## config.mk

```make
export PLATFORM = sky130hd
export DESIGN_NAME = db_ram_arb
export DESIGN_NICKNAME = d
export VERILOG_FILES = /design/src/rtl/db_ram_arb.sv
export SDC_FILE = /design/constraint.sdc
export NUM_CORES = 1
export LEC_CHECK = 0
export ABC_AREA = 1
export BUFFER_PORTS_ARGS = -buffer_cell sky130_fd_sc_hd__buf_2
export CELL_PAD_IN_SITES_DETAIL_PLACEMENT = 1
export CELL_PAD_IN_SITES_GLOBAL_PLACEMENT = 2
export CORE_AREA = 2 2 316 318
export DETAILED_ROUTE_END_ITERATION = 8
export DIE_AREA = 0 0 318 320
export GPL_ROUTABILITY_DRIVEN = 0
export PLACE_DENSITY_LB_ADDON = 0.1
export SLEW_MARGIN = 15
export SYNTH_ARGS = -nofsm -noshare
export SYNTH_HDL_FRONTEND = slang
export SYNTH_SLANG_ARGS = --single-unit
export TNS_END_PERCENT = 30
```

## constraint.sdc

```tcl
create_clock -name clk -period 12.82 [get_ports clk]
set_clock_uncertainty 0.1 [all_clocks]
set_input_delay 2.564 -clock clk [delete_from_list [all_inputs] [get_ports clk]]
set_output_delay 2.564 -clock clk [all_outputs]
set_load 0.05 [all_outputs]
```

## src/rtl/db_ram_arb.sv

```systemverilog
// Two-requester round-robin arbiter for one port of the deblocking 16x128 line buffer,
// with read-return strobes and a per-entry written-since-clear scoreboard.
module db_ram_arb #(
    parameter int unsigned ADDR_W = 4,
    parameter int unsigned DATA_W = 128
) (
    input  logic                   clk,
    input  logic                   rst,
    input  logic                   clear_i,
    input  logic                   r0_req_i,
    input  logic                   r0_we_i,
    input  logic [ADDR_W-1:0]      r0_addr_i,
    input  logic [DATA_W-1:0]      r0_data_i,
    output logic                   r0_ack_o,
    output logic                   r0_rvld_o,
    output logic [DATA_W-1:0]      r0_data_o,
    input  logic                   r1_req_i,
    input  logic                   r1_we_i,
    input  logic [ADDR_W-1:0]      r1_addr_i,
    input  logic [DATA_W-1:0]      r1_data_i,
    output logic                   r1_ack_o,
    output logic                   r1_rvld_o,
    output logic [DATA_W-1:0]      r1_data_o,
    output logic                   ram_cen_o,
    output logic                   ram_oen_o,
    output logic                   ram_wen_o,
    output logic [ADDR_W-1:0]      ram_addr_o,
    output logic [DATA_W-1:0]      ram_data_o,
    input  logic [DATA_W-1:0]      ram_data_i,
    output logic [(1<<ADDR_W)-1:0] vld_o
);
    localparam int unsigned DEPTH = 1 << ADDR_W;

    logic              last_gnt_q, last_gnt_d;
    logic [DEPTH-1:0]  vld_q, vld_d;
    logic              rvld_q, rvld_d;
    logic              rd_sel_q, rd_sel_d;
    logic [ADDR_W-1:0] ram_addr_q, ram_addr_d;
    logic [DATA_W-1:0] ram_data_q, ram_data_d;

    logic              e0, e1, gnt0, gnt1, gnt;
    logic              sel_we;
    logic [ADDR_W-1:0] sel_addr;
    logic [DATA_W-1:0] sel_data;

    always_comb begin
        e0 = r0_req_i;
        // Requester 1 reads wait until the entry has been written since the last clear.
        e1 = r1_req_i & (r1_we_i | vld_q[r1_addr_i]);
        gnt0 = ~rst & e0 & (~e1 | last_gnt_q);
        gnt1 = ~rst & e1 & (~e0 | ~last_gnt_q);
        gnt  = gnt0 | gnt1;

        sel_we   = gnt1 ? r1_we_i   : r0_we_i;
        sel_addr = gnt1 ? r1_addr_i : r0_addr_i;
        sel_data = gnt1 ? r1_data_i : r0_data_i;

        last_gnt_d = gnt ? gnt1 : last_gnt_q;
        ram_addr_d = gnt ? sel_addr : ram_addr_q;
        ram_data_d = gnt ? sel_data : ram_data_q;
        rvld_d     = gnt & ~sel_we;
        rd_sel_d   = gnt ? gnt1 : rd_sel_q;

        // Clear first, then set, so a write granted alongside clear survives.
        vld_d = clear_i ? '0 : vld_q;
        if (gnt && sel_we) begin
            vld_d[sel_addr] = 1'b1;
        end
    end

    always_ff @(posedge clk or posedge rst) begin
        if (rst) begin
            last_gnt_q <= 1'b1;
            vld_q      <= '0;
            rvld_q     <= 1'b0;
            rd_sel_q   <= 1'b0;
            ram_addr_q <= '0;
            ram_data_q <= '0;
        end else begin
            last_gnt_q <= last_gnt_d;
            vld_q      <= vld_d;
            rvld_q     <= rvld_d;
            rd_sel_q   <= rd_sel_d;
            ram_addr_q <= ram_addr_d;
            ram_data_q <= ram_data_d;
        end
    end

    assign r0_ack_o   = gnt0;
    assign r1_ack_o   = gnt1;
    assign r0_rvld_o  = rvld_q & ~rd_sel_q;
    assign r1_rvld_o  = rvld_q & rd_sel_q;
    assign r0_data_o  = ram_data_i;
    assign r1_data_o  = ram_data_i;
    assign ram_cen_o  = ~gnt;
    assign ram_oen_o  = 1'b0;
    assign ram_wen_o  = ~(gnt & sel_we);
    assign ram_addr_o = ram_addr_d;
    assign ram_data_o = ram_data_d;
    assign vld_o      = vld_q;
endmodule

```

# == Yosys cells after proc, flatten, opt, wreduce, memory -nomap -nowiden ==
# Index checks and enable logic that the tools add are counted.
# op_classes
magnitude_cmp,3
mux,11
bitwise,22
reduce_logical,2
# op_table
op,count
two-way mux 128 bit,2
two-way mux 16 bit,2
bitwise OR 16 bit,1
"< comparator 4 x 5 -> 1 bit, second input constant",2
AND 1 bit,9
two-way mux 4 bit,2
inverter 1 bit,8
binary-select mux 1 bit (select 4 bit),1
demux 1 bit (select 4 bit),1
"greater-or-equal comparator 4 x 1 -> 1 bit, second input constant",1
bitwise OR 1 bit,4
two-way mux 1 bit,3
logical AND 1 bit,2
# totals
register_bits,151
inputBits,399
output_inout_bits,411
wordCells,44

# == Longest topological paths before layout ==
# Gate-level depths: netlist of run 1.
# depth
word_depth,13
depth_mapped,16
mapped_depth_nobuf,14

# == Least setup slack after synthesis of run 1 ==
# No wires, ideal clock.
# synth_timing
path_kind,input-to-output
from,input port r1_addr_i[0]
to,output port ram_addr_o[0]
t_arrival_ns,4.920
t_required_ns,10.156
setup_slack_ns,5.236
stages,12
n_path_buf,1
cell_sequence,buf_4 > inv_4 > nand2_1 > nand3_1 > nand3_1 > nand2_1 > nand2_1 > nand3_2 > nand3_4 > nand2_4 > inv_1 > o21ai_0
# synth_between
elab_chain_len,9
elab_cells_between_ends,12
cone_classes,mux (4); bitwise (8)
# synth_lines
element,line_no,text
from (decl),19,"input logic [ADDR_W-1:0] r1_addr_i,"
binary-select mux 1 bit (select 4 bit),49,e1 = r1_req_i & (r1_we_i | vld_q[r1_addr_i]);
two-way mux 1 bit (not written as such),49,
bitwise OR 1 bit,49,
AND 1 bit,49,
inverter 1 bit,50,gnt0 = ~rst & e0 & (~e1 | last_gnt_q);
bitwise OR 1 bit,50,
AND 1 bit,50,
bitwise OR 1 bit,52,gnt = gnt0 | gnt1;
two-way mux 4 bit *,59,ram_addr_d = gnt ? sel_addr : ram_addr_q;
to (decl),27,"output logic [ADDR_W-1:0] ram_addr_o,"
# Every way passes the cells marked *; elsewhere a longest branch is shown, timed or not. The select of a mux whose other input is x is not followed.

# == Worst setup path after layout of run 1 ==
# layout_timing
from,input port rst
to,output port ram_data_o[87]
# layout_between
elab_chain_len,5
elab_cells_between_ends,8
cone_classes,mux (2); bitwise (6)
# layout_lines
element,line_no,text
from (decl),8,"input logic rst,"
inverter 1 bit *,"50, 51",
"AND 1 bit, on equally long branches (2 in a row)","51, 50",
two-way mux 128 bit or bitwise OR 1 bit (tied branches),"56, 52",
two-way mux 128 bit *,60,ram_data_d = gnt ? sel_data : ram_data_q;
to (decl),28,"output logic [DATA_W-1:0] ram_data_o,"
# Every way passes the cells marked *; elsewhere a longest branch is shown, timed or not.

==> results of run 1 <==
-- synth_stat cells --
cell type / count / area share, %
a21oi_1: 1 / 0.055
a31oi_1: 128 / 8.9
buf_2: 39 / 2.2
buf_4: 276 / 23
buf_6: 1 / 0.12
buf_8: 1 / 0.17
clkbuf_1: 3 / 0.12
conb_1: 1 / 0.041
dfrtp_1: 150 / 42
dfstp_2: 1 / 0.29
inv_1: 19 / 0.79
inv_2: 2 / 0.083
inv_4: 1 / 0.069
nand2_1: 339 / 14
nand2_2: 1 / 0.069
nand2_4: 1 / 0.12
nand3_1: 29 / 1.6
nand3_2: 1 / 0.11
nand3_4: 1 / 0.19
nand4_1: 10 / 0.69
nor2_1: 138 / 5.7
o21ai_0: 4 / 0.22
-- cell type report --
type | count | area, um^2 | share of cell area [%]
clock buffers | 19 | 433 | 3.90
repair buffers | 431 | 2190 | 19.7
multi-input cells | 654 | 2880 | 25.9
inverters | 22 | 92.6 | 0.834
flip-flops and latches | 151 | 3780 | 34.0
clock inverters | 13 | 119 | 1.07
diodes | 2 | 5.00 | 0.0451
well taps | 1287 | 1610 | 14.5
-- sequential cells by signal (all words and copies together) (netlist names) --
name and flops:
last_gnt_q 1, ram_addr_q 4, ram_data_q 128, rd_sel_q 1
rvld_q 1, vld_o 16
-- path summary, 6_finish.rpt --
path,start,end,slack [ns],depth (start not counted)
max,rst,ram_data_o[87],3.66,8
min,ram_addr_q[2],ram_addr_q[2],0.39,2
max reg2reg,last_gnt_q,ram_data_q[87],8.78,6
min reg2reg,ram_addr_q[2],ram_addr_q[2],0.39,2
max in group asynchronous,rst,ram_data_q[34],9.11,3
min in group asynchronous,rst,ram_data_q[124],2.07,2
-- worst register-to-register path, cell delays in order (launching register included) --
cell and delay, ns:
dfstp_2 0.37, a21oi_1 0.73, nand3_4 0.75, inv_4 0.87, buf_4 0.65, nand2_1 0.21, a31oi_1 0.27
-- power by group --
| part | internal, mW | switching (mW) | total, mW |
|---|---|---|---|
| combinational | 0.158 | 0.578 | 0.736 |
| sequential | 0.568 | 0.0253 | 0.594 |
| clock | 0.268 | 0.263 | 0.531 |
| total | 0.994 | 0.866 | 1.86 |
-- metal layers --
layer	share of wire, %	global-route usage [%]
met5	0.29	0.757
met4	2.9	3.86
met3	9.4	4.46
met2	49	15.6
met1	38	10.0
-- logic make-up after synthesis --
family,Yosys count,share of synthesized area (%)
AND/OR/NAND/NOR,520,22.6
buffers and inverters,342,26.4
flip-flops,151,41.8
AO/OA/AOI/OAI,133,9.13
other,1,0.0415
-- metrics by stage --
step	utilization (%)	power [mW]	cells
floorplan	-	1.35	1147
global placement	10.8	1.36	2545
detailed placement	10.8	1.36	2545
CTS	11.3	1.94	2577
global route	11.3	1.99	2578
finish	11.3	1.86	2579
-- layout by cell type, fill, tap and decap left out, drive strengths merged, types with 2 or more instances in the layout --
cell type and instances:
nand4 10, dfrtp 150, inv 26, nand3 31, diode 2, clkinvlp 4
clkbuf 19, o21ai 4, clkinv 4, nand2 341, buf 431, nor2 138
a31oi 128
==> results by group, run 1 <==
Floorplan
  • Die Span Y: 320 um
  • Rows: 115
  • Core area: between 90000 and 100000 um^2
  • I/O pins: 810
  • Die area: a little over 100000 um^2
  • Die width: 318 um
  • Starting Density: under 10%

Worst setup path
  • Slowest stage cell, crit path: inv_4
  • Max stage delay on crit path: approximately 0.86 ns
  • CP delay by family, top: buffers and inverters
  • Worst path bufs/invs: 4
  • Worst EP required: 10.16 ns
  • CP Capture Type: output port
  • Top cell by count, worst path: buf_2
  • Setup crit start kind: input pin
  • Crit path max fanout: 56
  • CP Data Arrival Time: 6.50 ns
  • Worst path cell trace: buf_2 > a21oi_1 > nand3_4 > inv_4 > buf_4 > nand2_1 > a31oi_1 > buf_2
  • Setup CP Type: in -> out

Synthesis
  • Yosys warns: 0
  • Syn Nets: 1546
  • Synthesized area: 9040 um^2
  • Synth cell types: 22
  • Post-synthesis sequential area ratio: a little over two fifths
  • Synthesized flop and latch total: roughly 150
  • Post-Syn Area per Cell: 7.88 um^2
  • Cells after Synth: 1147

Power
  • Leak: 5.09 nW
  • Pwr Density: 167 nW/um^2
  • Maximum vdd ir drop: 0.0859 mV

Routing
  • Pre-antenna DRT Iters: 4
  • Routed wire length per instance: between 15 and 20 um
  • DRT antenna net count: 0
  • Via Count: 8105
  • First DRT Iteration DRCs: 259
  • Drt total wl: 47.7 mm
  • DRC viols: 0
  • Vias per cell: 3.14

STA
  • Final Cycle Share: 71.5%
  • Worst setup margin: 3.66 ns
  • Final hold violation count: 0
  • Max Slew Vio Count: 0
  • Setup TNS: 0 ns
  • Slew @ Worst Pin: 0.958 ns
  • Final setup violation count: 0
  • F_max: 109 MHz
  • Unrepaired setup endpoints after global routing: false
  • Fin Hold WS: just under 0.4 ns
  • Final min period: slightly above 9 ns
  • Relative slew slack: 36.1%

CTS
  • Clock slew at reported path FFs: 0.06 ns
  • Cts-stage hold buffer count: 0
  • Post-CTS setup buffers: 0
  • Post-CTS resize count: 0
  • CTS sink count: 151
  • Deepest clock path buffer count: 2
  • Worst skew pair latency: about 0.50 ns
  • Root buf cell: clkbuf_16
  • CTS tree: done
  • H-tree levels: 4
  • CTS Buf Count: 17

Global route
  • Pin count of the biggest net entering global routing: 180
  • Global Route Usage Sum: about a tenth
  • Global-route wire length before repair: between 60 and 70 mm
  • Vias in the first global route: 8820
  • Initial antenna violation count: 8
  • Total grt overflow: 0

Placed design
  • Post-DP HPWL: between 30 and 40 mm
  • I/O Buffers: around 420
  • Placed instance area: 10600 um^2
  • Pre-CTS WS: 3.28 ns

Layout
  • Design area: 11100 um^2
  • Fillers: 11800
  • Fin nets: 1676
  • Layout cells sized above 1: a little over a third
  • Area grow syn2layout: 22.8%

Min path
  • Hold Path Class: reg -> reg

Flow run
  • Max_cap viols: 0

Status
  • Outcome: finished clean
Power figures use the tool's default switching activity.
==> run 2: changes to the inputs <==
--- a/config.mk
+++ b/config.mk
@@ -9,9 +9,9 @@
 export BUFFER_PORTS_ARGS = -buffer_cell sky130_fd_sc_hd__buf_2
 export CELL_PAD_IN_SITES_DETAIL_PLACEMENT = 1
 export CELL_PAD_IN_SITES_GLOBAL_PLACEMENT = 2
-export CORE_AREA = 2 2 316 318
+export CORE_AREA = 2 2 314 316
 export DETAILED_ROUTE_END_ITERATION = 8
-export DIE_AREA = 0 0 318 320
+export DIE_AREA = 0 0 316 318
 export GPL_ROUTABILITY_DRIVEN = 0
 export PLACE_DENSITY_LB_ADDON = 0.1
 export SLEW_MARGIN = 15
==> constraint.sdc (replaced) <==
create_clock -name clk -period 8.57 [get_ports clk]
set_clock_uncertainty 0.1 [all_clocks]
set_input_delay 1.714 -clock clk [delete_from_list [all_inputs] [get_ports clk]]
set_output_delay 1.714 -clock clk [all_outputs]
set_load 0.05 [all_outputs]
==> run 2 against run 1 <==
Via count down 0.35%. First-iteration DRC count down 4.6%. Power up 52%. Flip-flop and latch count unchanged. Critical path depth unchanged. Non-clock buffer count up 6. Global-route usage down 0.12 points. Cell count up 0.19%. Largest power group unchanged.
==> results by group, run 2 (synthesized netlist as in run 1, its figures left out) <==
Worst setup path
  • Reg-to-reg setup timing slack: roughly 5.4 ns
  • R2r endpoint: ram_data_q[13]
  • Worst EP required: 6.76 ns
  • CP Data Arrival Time: roughly 4.8 ns
  • Setup CP Type: in -> out
  • Crit path max fanout: 93
  • Worst Reg-to-Reg Cells: 6
  • Setup crit start kind: input pin
  • Worst reg2reg path startpoint: last_gnt_q
  • CP Capture Type: output port

Floorplan
  • Die Span Y: 318 um
  • I/O pins: 810
  • Rows: 115
  • Core area: 97400 um^2
  • Starting Density: 9.28%
  • Die width: 316 um
  • Die area: 100000 um^2

Layout
  • Fillers: between 10000 and 15000
  • Final core occ: 11.5%
  • Design area: about 11000 um^2
  • Area grow syn2layout: 24.0%
  • Largest register FFs: 128
  • Most flop-heavy register: ram_data_q
  • Top library cells by usage in the layout, fill and taps aside: buf_2 (424), nand2_1 (339), dfrtp_1 (150)
  • Fin nets: 1682
  • Commonest non-fill, non-tap cell in the layout: buf_2
  • Layout cells sized above 1: 36.7%

Power
  • Comb pwr share: 39.0%
  • Internal: 1.55 mW
  • Clk network pwr share: approximately 30%
  • Maximum vdd ir drop: 0.119 mV
  • Net Switching: 1.28 mW
  • Overall power: 2.83 mW
  • Sw frac: between 40% and 50%
  • Reg power frac: 31.4%
  • Pwr Density: 252 nW/um^2
  • Leak: 5.16 nW

Placed design
  • I/O Buffers: around 420
  • Placed instance area: ~11000 um^2
  • Post-DP HPWL: 35.3 mm
  • Pre-CTS WS: 1.93 ns

CTS
  • CTS sink count: 151
  • CTS tree: done
  • CTS Buf Count: 17
  • Worst skew pair latency: 0.49 ns
  • Root buf cell: clkbuf_16
  • Clock slew at reported path FFs: 0.07 ns
  • Post-CTS setup buffers: 0
  • Cts-stage hold buffer count: 0
  • Post-CTS resize count: 0
  • Deepest clock path buffer count: 2
  • H-tree levels: 4

STA
  • Worst setup margin: 1.97 ns
  • Final setup violation count: 0
  • Final hold violation count: 0
  • Final min period: roughly 6.6 ns
  • F_max: 152 MHz
  • Final Cycle Share: 77.0%
  • Max Slew Vio Count: 0
  • Setup TNS: 0 ns
  • Relative slew slack: between 30 and 40%
  • Unrepaired setup endpoints after global routing: false
  • Slew @ Worst Pin: 0.999 ns

Routing
  • Vias per cell: between 3 and 4
  • DRC viols: 0
  • Drt total wl: 47.1 mm
  • Via Count: 8077
  • Routed wire length per instance: 18.2 um
  • First DRT Iteration DRCs: 247
  • DRT antenna net count: 0
  • Pre-antenna DRT Iters: 4

Min path
  • Hold Crit Start: ram_addr_q[0]
  • Hold Path Class: reg -> reg
  • Hold depth: 2
  • Hold path endpoint: ram_addr_q[0]

Global route
  • Global Route Usage Sum: 9.21%
  • Total grt overflow: 0
  • Vias in the first global route: 8884
  • Global-route wire length before repair: 65.6 mm
  • Initial antenna violation count: 8
  • Pin count of the biggest net entering global routing: 94

Flow run
  • Max_cap viols: 0

Status
  • Outcome: finished clean
-- run 2: per-layer routing --
metal / part of all wire (%) / GRT usage [%]
met1: 41 / 10.5
met2: 47 / 14.9
met3: 8.6 / 3.92
met4: 3.4 / 4.17
met5: 0.087 / 0.145
-- run 2: how the worst max path moves through the flow --
| stage | from | end | slack, ns |
|---|---|---|---|
| finish | rst | ram_data_o[13] | 1.97 |
| CTS | rst | ram_data_o[50] | 1.93 |
| floorplan | rst | ram_addr_q[0] | 2.69 |
| global placement | r1_addr_i[0] | ram_addr_o[1] | 1.99 |
| detailed placement | rst | ram_data_o[50] | 1.93 |
| global route | r1_addr_i[0] | ram_data_o[13] | 1.62 |
-- run 2: through the flow --
stage / hold slack, ns / cells
after global placement: 0.386 / 2551
after CTS: 0.414 / 2581
after floorplan: 0.364 / 1147
after detailed placement: 0.394 / 2551
after global routing: 0.469 / 2583
final: 0.408 / 2584
-- run 2: critical path: stages --
cell and delay, ns:
buf_2 0.14, a21oi_1 0.77, nand3_4 0.28, nand2_8 0.56, buf_4 0.48, nor2_1 0.11
a31oi_1 0.20, buf_2 0.33
-- run 2: power groups by stage --
stage / Clock (mW) / Sequential, mW / Combinational (mW)
global route: 0.918 / 0.904 / 1.19
CTS: 0.909 / 0.891 / 1.14
finish: 0.837 / 0.889 / 1.10
floorplan: 0 / 0.903 / 1.11
detailed placement: 0 / 0.903 / 1.14
global placement: 0 / 0.902 / 1.15
-- run 2: cell type report --
class | instances | area [um^2] | share of cell area, %
Sequential cell | 151 | 3780 | 33.7
Inverter | 22 | 95.1 | 0.848
Timing Repair Buffer | 437 | 2240 | 20.0
Clock buffer | 19 | 443 | 3.95
Antenna cell | 3 | 7.51 | 0.0670
Clock inverter | 11 | 148 | 1.32
Tap cell | 1287 | 1610 | 14.4
Multi-Input combinational cell | 654 | 2880 | 25.7
